==> src/rtl/input_conditioner.sv <==
// input_conditioner: per-channel synchronizer chain plus debounce filter,
// producing a registered clean level and one-cycle rise/fall pulses.
module input_conditioner #(
   parameter int WIDTH           = 4,
   parameter int STAGES          = 2,
   parameter int DEBOUNCE_CYCLES = 16
) (
   input  logic             clock_i,
   input  logic             reset_i,
   input  logic [WIDTH-1:0] value_i,
   output logic [WIDTH-1:0] value_o,
   output logic [WIDTH-1:0] rise_o,
   output logic [WIDTH-1:0] fall_o
);
   localparam int CW = $clog2(DEBOUNCE_CYCLES + 1);
   localparam logic [CW-1:0] LAST = CW'(DEBOUNCE_CYCLES - 1);
   genvar c;
   for (c = 0; c < WIDTH; c++) begin : g_ch
      logic [STAGES-1:0] sync;
      logic [CW-1:0]     cnt;
      logic              val, rise, fall, s;
      assign s = sync[STAGES-1];
      always_ff @(posedge clock_i or posedge reset_i)
         if (reset_i) begin
            sync <= '0;
            cnt  <= '0;
            val  <= 1'b0;
            rise <= 1'b0;
            fall <= 1'b0;
         end else begin
            sync <= {sync[STAGES-2:0], value_i[c]};
            rise <= 1'b0;
            fall <= 1'b0;
            if (s == val) cnt <= '0;
            else if (cnt == LAST) begin
               // new level has persisted long enough: accept it and pulse
               val  <= s;
               cnt  <= '0;
               rise <= s;
               fall <= ~s;
            end else cnt <= cnt + 1'b1;
         end
      assign value_o[c] = val;
      assign rise_o[c]  = rise;
      assign fall_o[c]  = fall;
   end
endmodule

==> config.mk <==
export PLATFORM = sky130hd
export DESIGN_NAME = input_conditioner
export DESIGN_NICKNAME = d
export VERILOG_FILES = /design/src/rtl/input_conditioner.sv
export SDC_FILE = /design/constraint.sdc
export NUM_CORES = 1
export LEC_CHECK = 0
export CAP_MARGIN = 10
export CORE_ASPECT_RATIO = 0.75
export CORE_MARGIN = 8
export CORE_UTILIZATION = 42
export CTS_BUF_LIST = sky130_fd_sc_hd__clkbuf_4 sky130_fd_sc_hd__clkbuf_8
export DETAILED_ROUTE_END_ITERATION = 8
export DONT_BUFFER_PORTS = 1
export PLACE_DENSITY = 0.62
export SYNTH_ARGS = -nofsm -noshare
export SYNTH_HDL_FRONTEND = slang
export SYNTH_SLANG_ARGS = --single-unit
==> constraint.sdc <==
create_clock -name clock_i -period 2.75 [get_ports clock_i]
set_clock_uncertainty 0.15 [all_clocks]
set_input_delay 0.275 -clock clock_i [delete_from_list [all_inputs] [get_ports clock_i]]
set_output_delay 0.275 -clock clock_i [all_outputs]
set_load 0.005 [all_outputs]
==> run metrics, run 1 <==
Critical Path Max Stage Delay 400 ps; DR pass1 iterations 4; Avg Cell Area, Syn about 14 sq um; commonest non-fill, non-tap cells in the layout 40 x dfrtp_1, 12 x xor2_1, 8 x nand2_1, 8 x nor2_1, 8 x nor3b_1; Worst Path Required around 2800 ps; worst-case vdd ir drop around 0.3 mV; ANT cells 0; final setup vio count 0; area of the mapped netlist ~1600 sq um; clk sinks 40; GR Util All Layers 0.0883; Hold WC Path Type flop to flop; Die ar. 6100 sq um; total grt overflow 0; Net Count, Synth 127; worst skew pair latency between 200 and 300 ps; die extent in x 87.6 um; largest net degree at the start of global routing 41; worst setup path class flop to flop; core footprint 3660 sq um; Critical Path AT ~1400 ps; flop2flop setup slack 1380 ps; share of cells above drive strength 1 0.144; synthesis warning total 0; Mapped Cells between 100 and 150; Layout Nets 128; flops & latches, synth 40; Seq/Total Area, Yosys 0.621; global-route wire length before repair between 4000 and 5000 um; TritonCTS clock tree done; PwrDens slightly below 700 nW/um^2; Crit-path slowest cell dfrtp_1; Synth cell types 16; TritonCTS buffer count 5; Slew @ Worst Pin a little under 500 ps; static leakage roughly 1 nW; Detailed Route Iter0 Violations 25; detailed placement HPWL around 1500 um; commonest non-fill, non-tap cell in the layout dfrtp_1; Worst Path Buf+Inv 0; Row Count 19; Clock Path Buffers 2; routed vias/inst between 4 and 5; Final Hold Viols 0; Rel. slew slack 0.674; DR vias 787; Setup WS post-layout 1380 ps; Setup TNS Final 0 ps; io pins 18; IO buf count 0; final WL 2260 um; area grow syn2layout 10.0%; Starting Density 0.441; worst reg-to-reg path cell count 3; CP max FO 5; initial antenna violation count 0; vias in the first global route 882; Max Clk Rate about 0.73 GHz; H-tree lvl count 2; worst hold stages 0; remaining antenna violation count after routing 0; Final Max Slew Viols 0; RSZ-0062 raised after global routing false; height of the chip 69.7 um; critical path launch point type flop; final hold slack about 200 ps; CP Capture Type flop; Worst path depth 3; DR DRC count 0; routed length per placed instance 13.3 um; critical path cell sequence ha_1 -> nand4b_4 -> mux2_4; gpl congestion ~0.72; Final min period about 1400 ps; cell family with most CP delay flip-flops; Root Buffer clkbuf_8; Max Cap Viol 0; Clk pin slew, worst setup/hold paths 70 ps; status finished, final reports clean; pre-CTS setup slack about 1400 ps; fin crit share 0.499
## synth_stat cells
library cell | count | area share
a31oi_1 | 4 | 0.016
and2_1 | 5 | 0.019
and3_1 | 2 | 0.0078
and3_2 | 1 | 0.0047
buf_4 | 12 | 0.056
dfrtp_1 | 40 | 0.62
ha_1 | 4 | 0.031
inv_1 | 1 | 0.0023
mux2_4 | 4 | 0.037
nand2_1 | 8 | 0.019
nand3_1 | 4 | 0.012
nand4b_2 | 1 | 0.0093
nand4b_4 | 3 | 0.044
nor2_1 | 8 | 0.019
nor3b_1 | 8 | 0.037
xor2_1 | 12 | 0.065
## worst register-to-register path: cells and delay by family (launching register included)
kind	cells	cell delay, ps
DFF	1	400
muxes	1	300
adders and majority gates	1	270
and+or+nand+nor	1	140
## report_power, final
part	switching, mW	internal, mW
combinational	0.0273	0.0217
sequential	0.0178	0.608
clock	0.187	0.357
## layer usage
metal / vias to the layer above / part of all wire / GRT usage / wire length [um]
li1: 380 / - / - / -
met1: 385 / 0.48 / 0.108 / 1080
met2: 17 / 0.43 / 0.122 / 978
met3: 5 / 0.073 / 0.0450 / 165
met4: 0 / 0.016 / 0.0456 / 36
met5: - / 0 / 0 / 0
## registers in the layout, indices dropped and copies added, names as in the netlist
register and count:
g_ch.val 4, g_ch.sync 8, g_ch.cnt 20, g_ch.rise 4, g_ch.fall 4
## final cells by class
cell class / instances / area [sq um]
fillers: 332 / 1890
flip-flops and latches: 40 / 1000
multi-input cells: 64 / 518
clock buffers: 5 / 68.8
well taps: 52 / 65.1
clock inverters: 2 / 60.1
repair buffers: 6 / 57.6
inverters: 1 / 3.75
## metrics by stage
step                      utilization  area, sq um  power, mW  instances
after floorplan                     -         1610      0.668        117
after global placement          0.436         1600      0.678        158
after detailed placement        0.436         1600      0.682        158
after CTS                       0.485         1770       1.24        170
after global routing            0.485         1770       1.28        170
final                           0.485         1770       1.22        170
## kinds of logic (layout without fill, tap and decap cells)
kind of cell,after synthesis,after routing,share of synthesized area
adder cells (fa/ha/maj),4,4,0.0310
buffers and inverters,13,14,0.0582
AND/OR/NAND/NOR,40,40,0.172
AO/OA/AOI/OAI,4,4,0.0155
flip-flops,40,40,0.621
multiplexers,4,4,0.0372
XOR/XNOR,12,12,0.0652
## final timing paths
path	end	from
setup reg to reg	g_ch[1].val$_DFFE_PP0P_	g_ch[1].cnt[0]$_DFF_PP0_
hold / removal	g_ch[0].sync[1]$_DFF_PP0_	g_ch[0].sync[0]$_DFF_PP0_
min in group asynchronous	g_ch[1].rise$_DFF_PP0_	reset_i
max in group asynchronous	g_ch[3].cnt[1]$_DFF_PP0_	reset_i
hold reg to reg	g_ch[0].sync[1]$_DFF_PP0_	g_ch[0].sync[0]$_DFF_PP0_
setup / recovery	g_ch[1].val$_DFFE_PP0P_	g_ch[1].cnt[0]$_DFF_PP0_
## repair_timing
action	CTS	global route
setup endpoints to repair	0	0
gates resized for setup	0	0
hold buffers	5	0
hold endpoints to repair	44	0
setup buffers	0	0
(Power assumes the default switching activity.)
==> run 2, diff against run 1 <==
--- a/config.mk
+++ b/config.mk
@@ -5,6 +5,7 @@
 export SDC_FILE = /design/constraint.sdc
 export NUM_CORES = 1
 export LEC_CHECK = 0
+export ABC_AREA = 1
 export CAP_MARGIN = 10
 export CORE_ASPECT_RATIO = 0.75
 export CORE_MARGIN = 8
==> constraint.sdc (replaced) <==
create_clock -name clock_i -period 1.29 [get_ports clock_i]
set_clock_uncertainty 0.15 [all_clocks]
set_input_delay 0.129 -clock clock_i [delete_from_list [all_inputs] [get_ports clock_i]]
set_output_delay 0.129 -clock clock_i [all_outputs]
set_load 0.005 [all_outputs]
==> run metrics, run 2 <==
Worst Path Buf+Inv 0 (unchanged); clk sinks 40 (unchanged); critical path cell sequence ha_2 -> nand4_1 -> nand2_1 -> nor2_1; Starting Density 0.445 (+0.00414); area of the mapped netlist 1650 sq um (+2.2%); RSZ-0062 raised after global routing true; met1 Usage GRT 0.105 (-0.00340); H-tree lvl count 2 (unchanged); Internal 1.96 mW (+99%); number of flops mapped to enable cells by yosys 0 (unchanged); die extent in x 88.4 um (+0.91%); core footprint 3710 sq um (+1.3%); Synth area leader dfrtp_1; final setup vio count 0 (unchanged); Mapped Cells 173 (+48%); worst skew pair latency 280 ps (about the same); main area contributors after synthesis dfrtp_1 61%, nand2_1 9.1%, nor2_1 7.3%, inv_1 5.7%, buf_4 5.5%; CP max FO 4 (-1); routed length per placed instance 10.0 um (-24%); flops & latches, synth 40 (unchanged); area share of the largest cell type after synthesis 0.607 (-0.0137); global-route wire length before repair 4270 um (+2.2%); cell family with most CP delay flip-flops; Setup TNS Final 0 ps (unchanged); routed vias/inst 4.38 (-5.3%); commonest non-fill, non-tap cells in the layout 40 x dfrtp_1, 38 x nand2_1, 32 x nor2_1, 25 x inv_1, 8 x nand3_1; area grow syn2layout 12.7%; top_reg_cell synth dfrtp_1; TritonCTS buffer count 5 (unchanged); Final min period 1210 ps (-165 ps); Flop pwr share 0.542 (+0.028); Row Count 19 (unchanged); Rel. slew slack 0.860 (+0.186); detailed placement HPWL 1670 um (+7.8%); Hold WC Path Type flop to flop; height of the chip 70.3 um (+0.86%); DR vias 1017 (+29%); PwrDens 1320 nW/um^2 (+93%); largest registers g_ch.cnt (20), g_ch.sync (8); Layout Nets 189 (+48%); pre-CTS setup slack 43.7 ps (-1350 ps); GR Util All Layers 0.0861 (-0.00212); Critical Path Max Stage Delay 400 ps (about the same); Crit-path slowest cell dfrtp_1; switching part of the total 0.204 (+0.0136); clock share of power 0.399 (-0.047); Avg Cell Area, Syn 9.53 sq um (-31%); DP Area 1640 sq um (+3.1%); Seq/Total Area, Yosys 0.607 (-0.0137); ANT cells 0 (unchanged); ys async rst share 1.00 (unchanged); Non-Filler Cell Area, Final 1860 sq um (+4.7%); initial antenna violation count 0 (unchanged); vias in the first global route 979 (+11%); Clock Path Buffers 2 (unchanged); Clk pin slew, worst setup/hold paths 70 ps (about the same); TritonCTS clock tree done; IO buf count 0 (unchanged); Worst Path Required 1310 ps (-1460 ps); commonest non-fill, non-tap cell in the layout dfrtp_1; Die ar. 6210 sq um (+1.8%); Fillers 350 (+5.4%); final WL 2330 um (+3.1%); Comb pwr share 0.058 (+0.018); Root Buffer clkbuf_8; largest net degree at the start of global routing 41 (unchanged); fin crit share 0.936 (+0.437); Detailed Route Iter0 Violations 68 (+170%); Final Max Slew Viols 0 (unchanged); CP Capture Type flop; total grt overflow 0 (unchanged); met3 Resource Use GR 0.0350 (-0.00992); worst setup path class flop to flop; multi-input logic area 479 sq um (-7.5%); fin util 0.501 (+0.0164); synthesis warning total 0 (unchanged); share of cells above drive strength 1 0.128 (-0.0163); worst-case vdd ir drop 0.509 mV (+71%); io pins 18 (unchanged); Psw 0.502 mW (+120%); met2 track demand over resource 0.132 (+0.00903); Setup WS post-layout 82.0 ps (-1300 ps); commonest cells in the netlist 40 x dfrtp_1, 40 x nand2_1, 32 x nor2_1, 25 x inv_1, 12 x buf_4; Critical Path AT 1220 ps (-180 ps); gpl congestion 0.790 (+10%); Slew @ Worst Pin 211 ps (-279 ps); remaining antenna violation count after routing 0 (unchanged); status finished, final reports clean; DR pass1 iterations 4 (unchanged); GRT busiest layer met2; DR DRC count 0 (unchanged); Net Count, Synth 183 (+44%); total power 2.46 mW (+100%); critical path launch point type flop; static leakage 0.978 nW (-1.9%); Max Clk Rate 0.828 GHz (+14%); Synth cell types 10 (-6); Max Cap Viol 0 (unchanged); register area 1000 sq um (unchanged); Largest Register g_ch.cnt; Final Hold Viols 0 (unchanged); max FFs per register 20 (unchanged)
run 2: repair_timing:
action,CTS,global route
buffers inserted,0,5
gates resized for setup,0,6
endpoints found under the hold margin,44,0
endpoints found under the setup margin,0,15
hold buffers,5,0
run 2: worst paths after layout:
| kind | slack (ps) | endpoint | startpoint | cells past startpoint |
|---|---|---|---|---|
| worst max-delay path | 80 | g_ch[0].cnt[0]$_DFF_PP0_ | g_ch[0].cnt[0]$_DFF_PP0_ | 4 |
| worst min-delay path | 200 | g_ch[1].sync[1]$_DFF_PP0_ | g_ch[1].sync[0]$_DFF_PP0_ | 0 |
| worst max register to register | 80 | g_ch[0].cnt[0]$_DFF_PP0_ | g_ch[0].cnt[0]$_DFF_PP0_ | 4 |
| worst min register to register | 200 | g_ch[1].sync[1]$_DFF_PP0_ | g_ch[1].sync[0]$_DFF_PP0_ | 0 |
| max in group asynchronous | 600 | g_ch[3].cnt[3]$_DFF_PP0_ | reset_i | 3 |
| min in group asynchronous | 210 | g_ch[1].sync[0]$_DFF_PP0_ | reset_i | 3 |
run 2: power by group through the flow:
| stage | registers, mW | logic, mW | clock network [mW] |
|---|---|---|---|
| after floorplan | 1.35 | 0.0882 | 0 |
| after global placement | 1.36 | 0.110 | 0 |
| after detailed placement | 1.36 | 0.114 | 0 |
| after CTS | 1.33 | 0.127 | 1.01 |
| after global routing | 1.34 | 0.166 | 1.08 |
| final | 1.33 | 0.144 | 0.983 |
run 2: stage by stage:
| stage | hold WS, ps | instances |
|---|---|---|
| after detailed placement | -55.6 | 214 |
| final | 201 | 232 |
| after global routing | 208 | 232 |
| after global placement | -61.0 | 214 |
| after floorplan | 10.4 | 173 |
| after CTS | 199 | 227 |
run 2: final cells by class:
type | count | area share
Inverter | 25 | 0.0505
Tap cell | 52 | 0.0350
Timing Repair Buffer | 11 | 0.0579
Clock inverter | 2 | 0.0189
Clock buffer | 6 | 0.0411
Sequential cell | 40 | 0.539
Multi-Input combinational cell | 96 | 0.258
run 2: per-layer routing:
metal / up-vias / wire, um
li1: 526 / -
met2: 12 / 1080
met4: 0 / 34
met1: 474 / 1100
met3: 5 / 111
met5: - / 0
run 2: logic make-up (layout without fill, tap and decap cells):
group | Yosys count | count (layout) | share of synthesized area
adder cells (fa/ha/maj) | 4 | 4 | 0.0304
buffers and inverters | 37 | 44 | 0.112
XOR/XNOR | 4 | 4 | 0.0212
flip-flops | 40 | 40 | 0.607
AND/OR/NAND/NOR | 88 | 88 | 0.230
